### src/rtl/servo_slew_scheduler.sv
// Four-channel servo command slew limiter: once per frame a shared datapath walks each
// channel, moving its command at most STEP_US toward the target. Commands settle 2..5 cycles after FRAME_TICK.
module servo_slew_scheduler #(
    parameter int CLK_HZ    = 25_000_000,
    parameter int FRAME_US  = 20000,
    parameter int STEP_US   = 20,
    parameter int MIN_US    = 650,
    parameter int MAX_US    = 2600,
    parameter int CENTER_US = 1500
) (
    input  logic        CLK,
    input  logic        RST,
    input  logic [11:0] TARGET0,
    input  logic [11:0] TARGET1,
    input  logic [11:0] TARGET2,
    input  logic [11:0] TARGET3,
    input  logic [3:0]  TGT_VALID,
    input  logic [3:0]  CENTER_REQ,
    output logic [11:0] CMD0,
    output logic [11:0] CMD1,
    output logic [11:0] CMD2,
    output logic [11:0] CMD3,
    output logic [3:0]  AT_TARGET,
    output logic        FRAME_TICK,
    output logic        BUSY
);

    localparam int FRAME_CYC = (CLK_HZ / 1_000_000) * FRAME_US;
    localparam int CNT_W     = (FRAME_CYC > 1) ? $clog2(FRAME_CYC) : 1;
    localparam logic [CNT_W-1:0] CNT_LAST = CNT_W'(FRAME_CYC - 1);
    localparam logic [11:0] MIN_V    = 12'(MIN_US);
    localparam logic [11:0] MAX_V    = 12'(MAX_US);
    localparam logic [11:0] CENTER_V = 12'(CENTER_US);
    localparam logic [11:0] STEP_V   = 12'(STEP_US);
    localparam logic signed [12:0] STEP_S = 13'(STEP_US);

    if (FRAME_CYC < 8) begin : g_cfg_check
        $error("servo_slew_scheduler: FRAME_CYC must be at least 8");
    end

    typedef enum logic [2:0] {IDLE, UPD0, UPD1, UPD2, UPD3} state_t;

    state_t            state_q, state_d;
    logic [CNT_W-1:0]  cnt_q;
    logic [11:0]       tgt_in [4];
    logic [11:0]       tgt_q  [4];
    logic [11:0]       cmd_q  [4];
    logic              upd_en;
    logic [1:0]        sel;
    logic [11:0]       cmd_sel, tgt_sel, cmd_next;
    logic signed [12:0] diff, diff_abs;

    assign tgt_in[0] = TARGET0;
    assign tgt_in[1] = TARGET1;
    assign tgt_in[2] = TARGET2;
    assign tgt_in[3] = TARGET3;

    assign CMD0 = cmd_q[0];
    assign CMD1 = cmd_q[1];
    assign CMD2 = cmd_q[2];
    assign CMD3 = cmd_q[3];
    assign BUSY = (state_q != IDLE);

    function automatic logic [11:0] clamp_us(input logic [11:0] v);
        if (v < MIN_V)      return MIN_V;
        else if (v > MAX_V) return MAX_V;
        else                return v;
    endfunction

    always_ff @(posedge CLK or posedge RST) begin
        if (RST) begin
            cnt_q      <= '0;
            FRAME_TICK <= 1'b0;
        end else begin
            FRAME_TICK <= (cnt_q == CNT_LAST);
            cnt_q      <= (cnt_q == CNT_LAST) ? '0 : cnt_q + 1'b1;
        end
    end

    always_ff @(posedge CLK or posedge RST) begin
        if (RST) state_q <= IDLE;
        else     state_q <= state_d;
    end

    always_comb begin
        state_d = state_q;
        upd_en  = 1'b0;
        sel     = 2'd0;
        case (state_q)
            IDLE: if (FRAME_TICK) state_d = UPD0;
            UPD0: begin upd_en = 1'b1; sel = 2'd0; state_d = UPD1; end
            UPD1: begin upd_en = 1'b1; sel = 2'd1; state_d = UPD2; end
            UPD2: begin upd_en = 1'b1; sel = 2'd2; state_d = UPD3; end
            UPD3: begin upd_en = 1'b1; sel = 2'd3; state_d = IDLE; end
            default: state_d = IDLE;
        endcase
    end

    // Shared slew unit: 13-bit signed difference cannot wrap for 12-bit operands.
    always_comb begin
        cmd_sel  = cmd_q[sel];
        tgt_sel  = tgt_q[sel];
        diff     = $signed({1'b0, tgt_sel}) - $signed({1'b0, cmd_sel});
        diff_abs = diff[12] ? -diff : diff;
        if (diff_abs <= STEP_S) cmd_next = tgt_sel;
        else if (diff[12])      cmd_next = cmd_sel - STEP_V;
        else                    cmd_next = cmd_sel + STEP_V;
    end

    // Sweep reads tgt_q before this edge's load, so a same-cycle load waits a frame.
    always_ff @(posedge CLK or posedge RST) begin
        if (RST) begin
            for (int i = 0; i < 4; i++) begin
                cmd_q[i] <= CENTER_V;
                tgt_q[i] <= CENTER_V;
            end
        end else begin
            for (int i = 0; i < 4; i++) begin
                if (upd_en && (sel == 2'(i))) cmd_q[i] <= cmd_next;
                if (CENTER_REQ[i])            tgt_q[i] <= CENTER_V;
                else if (TGT_VALID[i])        tgt_q[i] <= clamp_us(tgt_in[i]);
            end
        end
    end

    always_comb begin
        AT_TARGET = '0;
        for (int i = 0; i < 4; i++) AT_TARGET[i] = (cmd_q[i] == tgt_q[i]);
    end

endmodule

### config.mk
export PLATFORM = sky130hd
export DESIGN_NAME = servo_slew_scheduler
export DESIGN_NICKNAME = d
export VERILOG_FILES = /design/src/rtl/servo_slew_scheduler.sv
export SDC_FILE = /design/constraint.sdc
export NUM_CORES = 1
export LEC_CHECK = 0
export ABC_CLOCK_PERIOD_IN_PS = 8800
export CORE_UTILIZATION = 55
export CTS_CLUSTER_SIZE = 28
export DETAILED_ROUTE_END_ITERATION = 12
export GPL_ROUTABILITY_DRIVEN = 0
export PLACE_DENSITY = 0.8
export SLEW_MARGIN = 20
export SYNTH_ARGS = -nofsm -noshare
export SYNTH_HDL_FRONTEND = slang
export SYNTH_SLANG_ARGS = --single-unit
### constraint.sdc
create_clock -name CLK -period 8.8 [get_ports CLK]
set_input_delay 1.32 -clock CLK [delete_from_list [all_inputs] [get_ports CLK]]
set_output_delay 1.32 -clock CLK [all_outputs]
set_load 0.01 [all_outputs]
==> results of run 1 <==
==> per-layer routing <==
layer | wire length [um] | share of wire [%] | vias to the layer above
met4 | 1090 | 4.1 | 0
met1 | 10700 | 40 | 3856
met5 | 0 | 0 | -
met3 | 3090 | 12 | 93
met2 | 11600 | 44 | 517
li1 | - | - | 3687
==> metrics by stage <==
| stage | cells | area, um^2 | total power [mW] |
|---|---|---|---|
| after floorplan | 949 | 8420 | 0.741 |
| after global placement | 1197 | 9600 | 0.818 |
| after detailed placement | 1197 | 9600 | 0.821 |
| after CTS | 1229 | 10200 | 1.53 |
| after global routing | 1229 | 10200 | 1.59 |
| final | 1229 | 10200 | 1.54 |
==> synth_stat cells (4+ instances only) <==
| library cell | count |
|---|---|
| nor2_1 | 78 |
| xnor2_1 | 76 |
| dfrtp_1 | 63 |
| a21oi_1 | 62 |
| dfstp_2 | 56 |
| nand2_1 | 56 |
| inv_1 | 49 |
| o21ai_0 | 42 |
| clkbuf_1 | 38 |
| nand2b_1 | 34 |
| nand3_1 | 28 |
| a221o_1 | 24 |
| nor3_1 | 22 |
| ha_1 | 21 |
| a221oi_1 | 18 |
| nand4_1 | 18 |
| o31a_1 | 17 |
| a31o_1 | 14 |
| and2_1 | 14 |
| nor2b_1 | 14 |
| a22oi_1 | 13 |
| and3_1 | 11 |
| o21ai_1 | 11 |
| o22ai_1 | 11 |
| a31oi_1 | 9 |
| o211ai_1 | 9 |
| xor2_1 | 9 |
| mux2i_1 | 7 |
| a211oi_1 | 6 |
| buf_2 | 6 |
| or3_1 | 6 |
| buf_1 | 5 |
| nor4_1 | 5 |
| nor4b_1 | 5 |
| o311ai_1 | 5 |
| or2_2 | 5 |
| nand3b_1 | 4 |
| o21bai_1 | 4 |
| o221ai_1 | 4 |
==> cells by family after synthesis <==
kind of cell               Yosys count  share of synthesized area (%)
DFF                                119                           36.2
xor gates and xnor gates            85                           8.84
adders and majority gates           22                           3.36
buffers and inverters              102                           4.81
and+or+nand+nor                    316                           19.6
muxes                                8                          0.965
AOI/OAI and AO/OA                  297                           26.2
==> sequential cells by signal, summed over array words and instances (netlist names) <==
name	cells
tgt_q	48
FRAME_TICK	1
cnt_q	19
state_q	3
CMD1	12
CMD0	12
CMD3	12
CMD2	12
==> cell type report <==
| class | count | area [um^2] | area share [%] |
|---|---|---|---|
| timing repair buffer | 116 | 1150 | 11.2 |
| clock inverter | 14 | 174 | 1.70 |
| clock buffer | 18 | 439 | 4.30 |
| inverter | 50 | 190 | 1.86 |
| multi-input combinational | 728 | 4990 | 48.8 |
| tap | 184 | 230 | 2.25 |
| sequential | 119 | 3050 | 29.8 |
==> worst max-delay path: cells and delay by family, from the launching register on <==
kind                       cells  cell delay [ps]
and+or+nand+nor                5              960
DFF                            1              810
xor gates and xnor gates       1              190
adders and majority gates      3             1010
buffers and inverters          3              840
AOI/OAI and AO/OA             12             2890
==> power breakdown <==
group	leakage [nW]	total (mW)	switching, mW	internal [mW]
Combinational	2.24	0.224	0.131	0.0935
Clock	0.301	0.720	0.265	0.454
Sequential	1.43	0.596	0.0254	0.571
Total	3.98	1.54	0.421	1.12
==> final timing paths <==
kind                            start          to  slack [ps]
hold reg to reg              cnt_q[0]    cnt_q[0]         470
setup reg to reg           state_q[1]    CMD3[11]        2010
setup / recovery           state_q[1]    CMD3[11]        2010
max in group asynchronous         RST  state_q[0]        6220
min in group asynchronous         RST   cnt_q[10]        1410
hold / removal               cnt_q[0]    cnt_q[0]         470
==> qor.txt, run 1 <==
DR pass1 iterations: 6
Area delta synth->final: 21.4%
Antenna diode count: 0
Die height: 126 um
TritonCTS Buffers: 17
Startpoint Class: register
Fmax: 147 MHz
Layout Utilization: 69.3%
Pin count of the biggest net entering global routing: 68
Synth area leaders: dfrtp_1 (19%), dfstp_2 (17%), xnor2_1 (7.9%)
Min-Delay Path Depth: 1
Slew Viols, Final: 0
DR iter-0 viols: 849
Yosys warns: 0
Met3 GRT Util: 7.26%
CTS tree: done
Routed WL: 26.5 mm
Layout cells sized above 1: 12.1%
Largest stage delay, worst path: 810 ps
Setup TNS: 0 ps
Pleak: 3.98 nW
I/O pins: 112
Arrival time at the worst endpoint: 7120 ps
Crit Path Max Fanout: 21
Hold Slack: 471 ps
Hold Buf Count CTS: 0
Netlist cell types: 84
Post-CTS sizing: 0
DR WL/cell: 21.5 um
Final net count: 1112
VDD IR max: 0.143 mV
Slowest stage cell on the critical path: dfrtp_1
Most frequent CP cell: a21oi_1
Worst-margin pin slew: 1150 ps
Port Buffers: 111
Clock Skew: 5.50 ps
Vias in the first global route: 7635
Mapped cell area: 8420 um^2
HPWL after DPL: 19.5 mm
Status: completed
Row Count: 44
# DRC: 0
# setup viols final: 0
Initial antenna violation count: 0
Post-route ant nets: 0
Slew headroom: 22.0%
CTS Buffer Depth: 2
CP Data Required Time: 9130 ps
Synth top area share: 18.7%
Ys async rst share: 100%
Critical path capture point type: register
Final min period: 6790 ps
Die X: 126 um
Pwr Density: 151 nW/um^2
Final worst slack: 2010 ps
Fill count: 1157
Root Buffer: clkbuf_16
WS Path Type: reg -> reg
Post-CTS Setup Bufs: 0
Global route total overflow: 0
Most frequent cells in the layout: clkdlybuf4s50_1 (111), nor2_1 (78), xnor2_1 (75)
Mapped Cells: 949
GR Util met1: 46.1%
Initial cell density of the core: 57.1%
Number of clock sinks: 119
GRT Util Overall: 34.0%
Net count after synthesis: 1029
Cell accounting for the most synthesized area: dfrtp_1
Primary FF master, synth: dfrtp_1
Die Footprint: 15800 um^2
H-tree depth: 4
Fin. Hold Viols: 0
Worst Hold Class: reg -> reg
Most common cell after layout, fill and taps aside: clkdlybuf4s50_1
Sequential cell area fraction in the yosys report: 36.2%
Pre-CTS setup slack: 2310 ps
Tcrit/Tclk final: 77.2%
Syn_area_per_cell: 8.88 um^2
Max Cap Viol: 0
Met2 global-route usage: 52.1%
Vias: 8153
Yosys reg bits: 119
DR vias/cell: 6.63
Reg2reg path depth: 24
Post-synth EDFFs: 0
Busiest layer in global routing: met2
CP cell instances: buf_4 > nor2b_1 > a221oi_1 > a21oi_1 > a21oi_1 > ha_1 > inv_1 > fa_1 > or2_2 > nor3_1 > a22oi_1 > nand4_1 > o211ai_1 > inv_1 > ha_1 > a31oi_1 > o21bai_1 > a21oi_1 > o21ai_0 > a2111oi_0 > nor3_1 > xnor2_1 > o21ai_1 > a31oi_1
Worst-path clk slew: 60 ps
First-pass GRT wire length: 41.2 mm
Core ar.: 14800 um^2
Clk Latency, worst-skew pair: 420 ps
RSZ-0062 raised after global routing: false
Power figures use the tool's default switching activity.
==> run 2, diff against run 1 <==
- ABC_CLOCK_PERIOD_IN_PS: 8800 -> 7000
- clock period: 8.8 -> 7 ns (I/O delays scaled with it)
==> qor.txt, run 2 (same netlist as run 1, synthesis figures left out) <==
Clk Latency, worst-skew pair: 430 ps
First-pass GRT wire length: 41.4 mm
CP Data Required Time: 7350 ps
Layout Utilization: 69.2%
Core ar.: 14800 um^2
# DRC: 0
Largest register by flop count: tgt_q
P_int: 1.40 mW
Vias in the first global route: 7541
Die X: 126 um
VDD IR max: 0.181 mV
Pwr Total: 1.92 mW
Setup TNS: 0 ps
I/O pins: 112
Sequential power share: 38.9%
Final worst slack: 550 ps
Initial antenna violation count: 0
Antenna diode count: 0
Area delta synth->final: 21.2%
Final min period: 6450 ps
DR vias/cell: 6.64
Hold Buf Count CTS: 0
Setup crit end: CMD1[2]
CTS Buffer Depth: 2
Final net count: 1114
Worst Hold Class: reg -> reg
# setup viols final: 0
Pwr Density: 188 nW/um^2
Arrival time at the worst endpoint: 6800 ps
Flop2flop setup slack: 550 ps
Routed length on met2: 11.5 mm
NetSw: 0.521 mW
Startpoint Class: register
Global route total overflow: 0
Biggest regs: tgt_q (48), cnt_q (19)
H-tree depth: 4
Root Buffer: clkbuf_16
Crit Path Max Fanout: 30
Max Used Layer: met4
Fmax: 155 MHz
Die Footprint: 15800 um^2
Slew Viols, Final: 0
HPWL after DPL: 19.4 mm
Vias: 8173
Post-CTS sizing: 0
Pre-CTS setup slack: 868 ps
Port Buffers: 111
CTS tree: done
Die height: 126 um
Most frequent cells in the layout: clkdlybuf4s50_1 (111), nor2_1 (78), xnor2_1 (75)
GRT Util Overall: 34.1%
Final std cells w/o fill: 1231
Reg2reg path depth: 16
Critical register-to-register path startpoint: state_q[1]
Post-route ant nets: 0
Post-CTS Setup Bufs: 0
Slew headroom: 29.5%
DR pass1 iterations: 7
WS Path Type: reg -> reg
Clock power share: 46.4%
Pleak: 3.97 nW
Fill count: 1204
Fin. Hold Viols: 0
Clock Skew: 8.66 ps
Status: completed
Layout cells sized above 1: 12.0%
Worst-margin pin slew: 1060 ps
Pin count of the biggest net entering global routing: 63
DR iter-0 viols: 1078
Initial cell density of the core: 57.1%
Tcrit/Tclk final: 92.1%
Number of clock sinks: 119
Routed wl met3: 2.98 mm
Critical path capture point type: register
Most common cell after layout, fill and taps aside: clkdlybuf4s50_1
Metal-1 WL: 10.9 mm
Crit Reg-Reg Endpoint: CMD1[2]
Inst Count DP: 1199
Critical path origin: state_q[1]
Switching Fraction: 27.1%
Max Cap Viol: 0
Max reg flops: 48
Logic gate share of total power: 14.7%
RSZ-0062 raised after global routing: false
DR WL/cell: 21.6 um
Row Count: 44
Routed WL: 26.6 mm
TritonCTS Buffers: 17
Worst-path clk slew: 50 ps
==> run 2: cell count changes in the layout (fill, tap and decap cells not counted) <==
cell,change
inv_6,-1
clkinv_2,+1
buf_4,+2
clkbuf_1,+2
clkinvlp_4,+1
clkinv_4,-3
xnor2_4,-1
xnor2_2,+1
==> run 2: how the worst min path moves through the flow <==
stage               slack, ps        to  cells after the start  startpoint
floorplan                 430  cnt_q[0]                      1    cnt_q[0]
global placement          450  cnt_q[0]                      1    cnt_q[0]
detailed placement        450  cnt_q[0]                      1    cnt_q[0]
CTS                       460  cnt_q[0]                      1    cnt_q[0]
global route              490  cnt_q[0]                      1    cnt_q[0]
finish                    460  cnt_q[0]                      1    cnt_q[0]
==> run 2: final cells by class <==
type                    instances  area (um^2)  area share (%)
multi-input cells             728         4980            48.8
flip-flops and latches        119         3050            29.9
repair buffers                118         1160            11.4
clock buffers                  20          447            4.37
well taps                     184          230            2.25
inverters                      50          190            1.86
clock inverters                12          151            1.48
==> run 2: worst max-delay path: stages, from the launching register on <==
cell	delay, ps
dfrtp_1	790
nor2b_2	480
buf_4	390
a221oi_1	150
a21oi_1	190
a21oi_1	130
fa_1	540
or2_2	340
nor3_1	230
a22oi_1	230
a31oi_2	340
xor2_1	240
o2111ai_1	230
or3_1	480
o2bb2ai_2	780
nand2_2	360
a221o_1	440
==> run 2: power groups by stage <==
stage | registers [mW] | logic (mW) | clock network [mW]
6_report | 0.748 | 0.283 | 0.893
5_1_grt | 0.748 | 0.307 | 0.929
4_1_cts | 0.746 | 0.278 | 0.894
3_5_place_dp | 0.756 | 0.275 | 0
3_3_place_gp | 0.756 | 0.271 | 0
2_1_floorplan | 0.742 | 0.190 | 0
==> run 2: metal layers <==
layer	vias up	track usage (%)
met4	0	15.2
met3	120	7.56
li1	3693	-
met2	543	51.3
met5	-	0
met1	3817	47.2
==> run 2: per-stage QoR <==
stage | hold slack (ps) | instance area (um^2)
finish | 461 | 10200
CTS | 462 | 10200
floorplan | 433 | 8420
global placement | 451 | 9610
detailed placement | 455 | 9610
global route | 491 | 10200
